## src/rtl/design04_pkg.sv

```systemverilog
// Shared sizes and state encoding for the mkDesign_04 requester-side client.
package design04_pkg;

  localparam int D04_WIDTH = 8;
  localparam int D04_CNT_W = 16;

  typedef enum logic [2:0] {
    S_IDLE,
    S_START,
    S_WAIT_RES,
    S_CHECK,
    S_RESP
  } d04_state_t;

endpackage

```

## src/rtl/design04_client.sv

```systemverilog
// Sequences start -> result -> check on mkDesign_04 for one host request at a time,
// honouring every RDY_* guard with a bounded wait, and returns result/check/timeout.
module design04_client
  import design04_pkg::*;
#(
  parameter int WIDTH   = D04_WIDTH,
  parameter int TIMEOUT = 255
) (
  input  logic                 CLK,
  input  logic                 RST_N,
  input  logic                 req_valid,
  input  logic [WIDTH-1:0]     req_a,
  input  logic [WIDTH-1:0]     req_b,
  output logic                 req_ready,
  output logic                 rsp_valid,
  output logic [WIDTH-1:0]     rsp_result,
  output logic [WIDTH-1:0]     rsp_check,
  output logic                 rsp_timeout,
  input  logic                 rsp_ready,
  output logic [WIDTH-1:0]     start_a,
  output logic [WIDTH-1:0]     start_b,
  output logic                 EN_start,
  input  logic                 RDY_start,
  input  logic [WIDTH-1:0]     result,
  input  logic                 RDY_result,
  output logic                 EN_check,
  input  logic [WIDTH-1:0]     check,
  input  logic                 RDY_check,
  output logic [D04_CNT_W-1:0] txn_count
);

  localparam logic [D04_CNT_W-1:0] TIMEOUT_C = D04_CNT_W'(TIMEOUT);

  d04_state_t           state_q, state_d;
  logic [WIDTH-1:0]     a_q, a_d, b_q, b_d;
  logic [WIDTH-1:0]     res_q, res_d, chk_q, chk_d;
  logic                 to_q, to_d;
  logic [D04_CNT_W-1:0] cnt_q, cnt_d;
  logic [D04_CNT_W-1:0] txn_q, txn_d;
  logic                 expired;

  assign expired = (cnt_q == TIMEOUT_C);

  always_comb begin
    // NOTE: every variable gets a default first so no path leaves one unassigned
    // (which would infer a latch); the default cnt_d of 0 also clears the wait
    // counter on every state change, since only "stay and wait" paths override it.
    state_d = state_q;
    a_d     = a_q;
    b_d     = b_q;
    res_d   = res_q;
    chk_d   = chk_q;
    to_d    = to_q;
    txn_d   = txn_q;
    cnt_d   = '0;
    case (state_q)
      S_IDLE: begin
        if (req_valid) begin
          a_d     = req_a;
          b_d     = req_b;
          res_d   = '0;
          chk_d   = '0;
          to_d    = 1'b0;
          state_d = S_START;
        end
      end
      S_START: begin
        if (RDY_start) begin
          state_d = S_WAIT_RES;
        end else if (expired) begin
          to_d    = 1'b1;
          state_d = S_RESP;
        end else begin
          cnt_d = cnt_q + D04_CNT_W'(1);
        end
      end
      S_WAIT_RES: begin
        if (RDY_result) begin
          res_d   = result;
          state_d = S_CHECK;
        end else if (expired) begin
          to_d    = 1'b1;
          state_d = S_RESP;
        end else begin
          cnt_d = cnt_q + D04_CNT_W'(1);
        end
      end
      S_CHECK: begin
        // check is an actionvalue: its value is valid only in the EN_check cycle.
        if (RDY_check) begin
          chk_d   = check;
          state_d = S_RESP;
        end else if (expired) begin
          to_d    = 1'b1;
          state_d = S_RESP;
        end else begin
          cnt_d = cnt_q + D04_CNT_W'(1);
        end
      end
      S_RESP: begin
        if (rsp_ready) begin
          txn_d   = txn_q + D04_CNT_W'(1);
          state_d = S_IDLE;
        end
      end
      default: state_d = S_IDLE;
    endcase
  end

  always_ff @(posedge CLK) begin
    // NOTE: state uses non-blocking assignments so every register samples the
    // pre-edge values; all of these are plain flops, so all are cleared on reset.
    if (!RST_N) begin
      state_q <= S_IDLE;
      a_q     <= '0;
      b_q     <= '0;
      res_q   <= '0;
      chk_q   <= '0;
      to_q    <= 1'b0;
      cnt_q   <= '0;
      txn_q   <= '0;
    end else begin
      state_q <= state_d;
      a_q     <= a_d;
      b_q     <= b_d;
      res_q   <= res_d;
      chk_q   <= chk_d;
      to_q    <= to_d;
      cnt_q   <= cnt_d;
      txn_q   <= txn_d;
    end
  end

  // Handshake outputs are also gated by RST_N so a reset cycle never fires a
  // device method or offers/accepts a host transfer.
  assign EN_start    = RST_N && (state_q == S_START) && RDY_start;
  assign EN_check    = RST_N && (state_q == S_CHECK) && RDY_check;
  assign req_ready   = RST_N && (state_q == S_IDLE);
  assign rsp_valid   = RST_N && (state_q == S_RESP);
  assign start_a     = (state_q == S_START) ? a_q : '0;
  assign start_b     = (state_q == S_START) ? b_q : '0;
  assign rsp_result  = res_q;
  assign rsp_check   = chk_q;
  assign rsp_timeout = to_q;
  assign txn_count   = txn_q;

endmodule

```

## config.mk

```make
export PLATFORM = sky130hd
export DESIGN_NAME = design04_client
export DESIGN_NICKNAME = d
export VERILOG_FILES = /design/src/rtl/design04_pkg.sv /design/src/rtl/design04_client.sv
export SDC_FILE = /design/constraint.sdc
export NUM_CORES = 1
export LEC_CHECK = 0
export BUFFER_PORTS_ARGS = -buffer_cell sky130_fd_sc_hd__buf_2
export CAP_MARGIN = 20
export CORE_MARGIN = 5
export CORE_UTILIZATION = 51
export DETAILED_ROUTE_END_ITERATION = 6
export PLACE_DENSITY_LB_ADDON = 0.12
export SLEW_MARGIN = 20
export SYNTH_ARGS = -nofsm -noshare
export SYNTH_HDL_FRONTEND = slang
export SYNTH_SLANG_ARGS = --single-unit
```

## constraint.sdc

```tcl
create_clock -name CLK -period 3.66 [get_ports CLK]
set_input_delay 0.732 -clock CLK [delete_from_list [all_inputs] [get_ports CLK]]
set_output_delay 0.732 -clock CLK [all_outputs]
set_load 0.05 [all_outputs]
```

==> results.toml, run 1 <==
[outcome]
outcome = "completed"

[clock_tree]
clock_tree.root_cell = "clkbuf_8"
holdBufCountCts = 0
tritoncts_clock_tree = "yes"
htreeDepth = 3
clockBufferDepth = 2
clkLatencyLatePin_ns = 0.33
postCtsSetupRepairBufs = 0
cts_sinks = 68
numCtsBuffers = 9
ctsResizeCount = 0
clk_pin_slew_ns = 0.07

[global_route]
vias_in_the_first_global_route = 2648
grt_usage_pct = 19.3
number_of_antenna_violations_at_the_first_check_in_global_routing = 0
grt_overflow = 0
pin_count_of_the_biggest_net_entering_global_routing = 52
first_pass_grt_wire_length_mm = 11.7

[worst_setup_path]
worst-r2r-cell-count = 4
end_kind = "output pin"
reg2reg_from = "state_q[2]$_SDFFE_PN0P_"
critPathMaxFanout = 16
worst_setup_path_startpoint = "state_q[0]$_SDFFE_PN0P_"
setup.reg_to_reg.worst_slack_ns = 1.26
timing.critical_path.from_type = "flip-flop"
worst-endpoint-required_ns = 2.93
r2r_end = "txn_count[13]$_SDFFE_PN0P_"
signal_arrival_time_at_the_worst_endpoint_ns = 1.95
timing_worst_setup_path_type = "reg2out"

[floorplan]
core.rowCount = 28
core-area_um2 = 5820
initial_core_util_pct = 51.7
die-area_um2 = 7530
floorplan.die.height_um = 86.8
pin_count = 92
die_x_um = 86.8

[sta]
total_neg_setup_slack_ns = 0
maximum_frequency_from_static_timing_analysis_ghz = 0.372
rsz0062_at_grt = "no"
period_needed_ns = 2.69
hold_viol = 0
hold_slack_ns = 0.451
slew_headroom_pct = 51.3
fin_worst_skew_ns = 0.00781
final_count_of_negative_setup_slack_endpoints = 0
tightest_slew_ns = 0.728
drv_slew = 0
min_period_over_period_pct = 73.4

[detailed_routing]
route.vias.total = 2796
drt-total-wl_mm = 6.89
drt_first_pass_iters = 6
wl_per_cell_um = 13.0
drt_first_iter_violations = 111
drc_errors_left = 0
routed_via_density = 5.29
final_antenna_net_count = 0

[synth]
cell_area_after_synthesis_um2 = 3010
synth.net_count = 407
ys_warn_count = 0
avgSynthCellArea_um2 = 8.22
synth_enable_flop_cells = 0
async_reset_ff_share_pct = 0
yosys_register_bits = 68
number_of_cells_produced_by_synthesis = 366
synth-main-ff-cell = "dfxtp_1"
number_of_distinct_library_cells_after_synthesis = 44
seq_area_frac_synth_pct = 45.3

[power]
leakagePower_nw = 1.48
post-layout-total-power_mw = 1.45
worst_ir_drop_vdd_v = 0.000222
power.density_nw_per_um2 = 400

[layout]
finish.utilization_pct = 62.5
drive_above_1_share_pct = 25.6
fillCellCount = 551
finish.net_count = 492
fin_area_um2 = 3640
layout_common_cells = "buf_2, dfxtp_1, nand2_1"
mostFrequentLayoutCell = "buf_2"
layout-area-overhead-vs-synth_pct = 20.9
antennaDiodeCount = 0

[placed_design]
detailed_place_hpwl_mm = 4.93
place_congestion = 0.773
placement.cell_area_um2 = 3480
port_buffers = 91

[worst_hold_path]
hold_endpoint = "a_q[2]$_SDFFE_PN0P_"
hold_crit_class = "reg2reg"
min_delay_path_depth = 2
min_from = "a_q[2]$_SDFFE_PN0P_"

[run]
timing.max_cap.violations = 0
-- registers in the layout (all words and copies together), names as in the netlist --
name / flops
cnt_q: 16
txn_count: 16
a_q: 8
b_q: 8
rsp_check: 8
rsp_result: 8
state_q: 3
rsp_timeout: 1
-- critical path, stage by stage, from the launching register on --
cell	delay (ns)
dfxtp_1	0.58
inv_1	0.12
nor3_1	0.26
buf_4	0.25
and2_1	0.15
buf_2	0.26
-- per-stage QoR --
step / std cells / worst slack [ns]
detailed placement: 515 / 1.11
floorplan: 366 / 0.986
CTS: 529 / 0.968
finish: 529 / 0.974
global route: 529 / 0.764
global placement: 515 / 1.15
-- power breakdown --
| group | internal (mW) | switching (mW) | leakage, nW | total (mW) |
|---|---|---|---|---|
| registers | 0.759 | 0.0148 | 0.551 | 0.774 |
| clock network | 0.253 | 0.253 | 0.0848 | 0.506 |
| logic | 0.0542 | 0.120 | 0.845 | 0.174 |
| total | 1.07 | 0.387 | 1.48 | 1.45 |
-- worst max-delay path by stage --
stage / to / cells past startpoint
5_1_grt: start_a[4] / 5
3_3_place_gp: cnt_q[6]$_SDFF_PN0_ / 6
3_5_place_dp: cnt_q[10]$_SDFF_PN0_ / 6
4_1_cts: start_b[6] / 5
6_report: start_b[6] / 5
2_1_floorplan: req_ready / 2
-- cell type report --
cell class | instances | area, um2 | share of cell area, %
repair buffers | 94 | 478 | 13.1
clock inverters | 3 | 15.0 | 0.413
multi-input cells | 269 | 1510 | 41.6
inverters | 9 | 33.8 | 0.929
clock buffers | 11 | 141 | 3.89
well taps | 75 | 93.8 | 2.58
flip-flops and latches | 68 | 1360 | 37.4
-- cells by family (layout without fill, tap and decap cells) --
group / count (synthesis) / count (layout) / share of synthesized area [%]
DFF: 68 / 68 / 45.3
muxes: 1 / 1 / 0.333
and+or+nand+nor: 178 / 178 / 30.0
adders and majority gates: 2 / 2 / 0.832
AOI/OAI and AO/OA: 64 / 64 / 11.9
buffers and inverters: 29 / 117 / 4.70
xor gates and xnor gates: 24 / 24 / 6.99
-- routing by layer --
layer  GRT usage [%]  part of all wire [%]
met2            29.8                    46
met4            8.07                   2.1
met3            5.42                   6.2
met1            25.3                    45
met5               0                     0
-- synth_stat cells, types with 3 or more instances --
library cell	number	area share, %
clkbuf_1	13	1.6
or3_1	3	0.62
dfxtp_1	68	45
nand3b_1	3	0.75
a21oi_1	42	7.0
o21ai_0	7	1.2
xnor2_1	20	5.8
xor2_1	4	1.2
nor2_1	36	4.5
nand2_1	57	7.1
buf_6	3	1.1
nor4_1	8	1.7
o211ai_1	8	2.0
nand3_1	18	3.0
and2_1	17	3.5
inv_1	8	1.0
nor3_1	10	1.7
nand4_1	7	1.5
Note: power is estimated with default switching activity, not from simulation.
==> run 2: changes to the inputs <==
Clock period 3.66 ns to 2.63 ns, I/O delays scaled along.
==> results.toml, run 2 (same netlist as run 1, synthesis figures left out) <==
[run]
timing.max_cap.violations = 0

[power]
power.density_nw_per_um2 = 568
post-layout-total-power_mw = 2.10
worst_ir_drop_vdd_v = 0.000342
leakagePower_nw = 1.51

[worst_setup_path]
cp_cell_sequence = "inv_1 -> nor3_1 -> buf_4 -> and3_1 -> buf_2"
critPathTopFamily = "buffers and inverters"
cpMaxStageDelayCell = "dfxtp_1"
end_kind = "output pin"
worst-endpoint-required_ns = 2.10
timing.critical_path.from_type = "flip-flop"
cp_num_buf_inv = 3
signal_arrival_time_at_the_worst_endpoint_ns = 1.87
r2r_end = "cnt_q[8]$_SDFF_PN0_"
worst-r2r-cell-count = 4
critPathMaxFanout = 17
crit_path_max_incr_delay_ns = 0.58
reg2reg_from = "cnt_q[8]$_SDFF_PN0_"
setup.reg_to_reg.worst_slack_ns = 0.45
timing_worst_setup_path_type = "reg2out"

[clock_tree]
numCtsBuffers = 9
clk_pin_slew_ns = 0.07
htreeDepth = 3
cts_sinks = 68
clkLatencyLatePin_ns = 0.33
clockBufferDepth = 2
ctsResizeCount = 0
postCtsSetupRepairBufs = 0
holdBufCountCts = 0
clock_tree.root_cell = "clkbuf_8"
tritoncts_clock_tree = "yes"

[layout]
drive_above_1_share_pct = 26.2
layout_common_cells = "buf_2, dfxtp_1, nand2_1"
finish.net_count = 497
fin_area_um2 = 3700
fillCellCount = 547
mostFrequentLayoutCell = "buf_2"
layout-area-overhead-vs-synth_pct = 23.0
antennaDiodeCount = 0

[worst_hold_path]
hold_endpoint = "b_q[4]$_SDFFE_PN0P_"
hold_crit_class = "in2reg"
min_from = "req_b[4]"
min_delay_path_depth = 3

[detailed_routing]
final_antenna_net_count = 0
route.vias.total = 2808
drt_first_pass_iters = 4
drc_errors_left = 0
routed_via_density = 5.24
wl_per_cell_um = 13.4
drt_first_iter_violations = 149
drt-total-wl_mm = 7.19

[floorplan]
pin_count = 92
core-area_um2 = 5820
die_x_um = 86.8
die-area_um2 = 7530
floorplan.die.height_um = 86.8
initial_core_util_pct = 51.7
core.rowCount = 28

[global_route]
grt_overflow = 0
pin_count_of_the_biggest_net_entering_global_routing = 44
number_of_antenna_violations_at_the_first_check_in_global_routing = 0
first_pass_grt_wire_length_mm = 11.5
vias_in_the_first_global_route = 2552
grt_usage_pct = 19.1

[sta]
hold_viol = 0
rsz0062_at_grt = "no"
tightest_slew_ns = 0.617
period_needed_ns = 2.39
drv_slew = 0
min_period_over_period_pct = 90.9
final_count_of_negative_setup_slack_endpoints = 0
maximum_frequency_from_static_timing_analysis_ghz = 0.418
fin_ws_ns = 0.238
hold_slack_ns = 0.428
fin_worst_skew_ns = 0.00784
slew_headroom_pct = 58.8
total_neg_setup_slack_ns = 0

[placed_design]
port_buffers = 91
place_congestion = 0.828
detailed_place_hpwl_mm = 5.12
dp_slack_ns = 0.442
placement.cell_area_um2 = 3520

[outcome]
outcome = "completed"
[run 2: changes by cell type in the layout (fill, tap and decap cells not counted), sizes merged]
cell    before  now
clkbuf      11   15
buf         94   99
clkinv       4    2
[run 2: metrics by stage]
stage	utilization, %	cells
final	63.6	536
after global routing	63.6	536
after CTS	63.6	536
after detailed placement	60.5	520
after global placement	60.5	520
after floorplan	-	366
[run 2: how the worst max path moves through the flow]
| stage | from | endpoint | slack (ns) | cells past startpoint |
|---|---|---|---|---|
| global route | state_q[0]$_SDFFE_PN0P_ | EN_start | 0.1 | 5 |
| floorplan | state_q[0]$_SDFFE_PN0P_ | req_ready | 0.31 | 3 |
| detailed placement | cnt_q[8]$_SDFF_PN0_ | cnt_q[5]$_SDFF_PN0_ | 0.44 | 4 |
| finish | state_q[0]$_SDFFE_PN0P_ | EN_start | 0.24 | 5 |
| CTS | state_q[0]$_SDFFE_PN0P_ | EN_start | 0.23 | 5 |
| global placement | cnt_q[8]$_SDFF_PN0_ | cnt_q[15]$_SDFF_PN0_ | 0.50 | 4 |
[run 2: report_power, final]
group          switching (mW)  internal, mW  total (mW)  leakage, nW
combinational           0.172        0.0780       0.250        0.867
sequential             0.0199          1.06        1.08        0.551
clock                   0.354         0.420       0.774       0.0937
[run 2: worst reg2reg max path: cells and delay by family, from the launching register on]
family / cells / cell delay, ns
simple gates: 4 / 1.69
flops: 1 / 0.36
[run 2: layout make-up]
| class | instances | area, um2 | area share, % |
|---|---|---|---|
| multi-input combinational | 269 | 1510 | 40.9 |
| timing repair buffer | 99 | 515 | 13.9 |
| clock inverter | 1 | 5.00 | 0.135 |
| clock buffer | 15 | 176 | 4.77 |
| tap | 75 | 93.8 | 2.54 |
| inverter | 9 | 33.8 | 0.913 |
| sequential | 68 | 1360 | 36.8 |
[run 2: layer usage]
metal  share of wire, %  track usage (%)
met2                 47             30.5
met3                7.0             4.47
met4                1.3             7.79
met1                 45             24.9
met5                  0                0
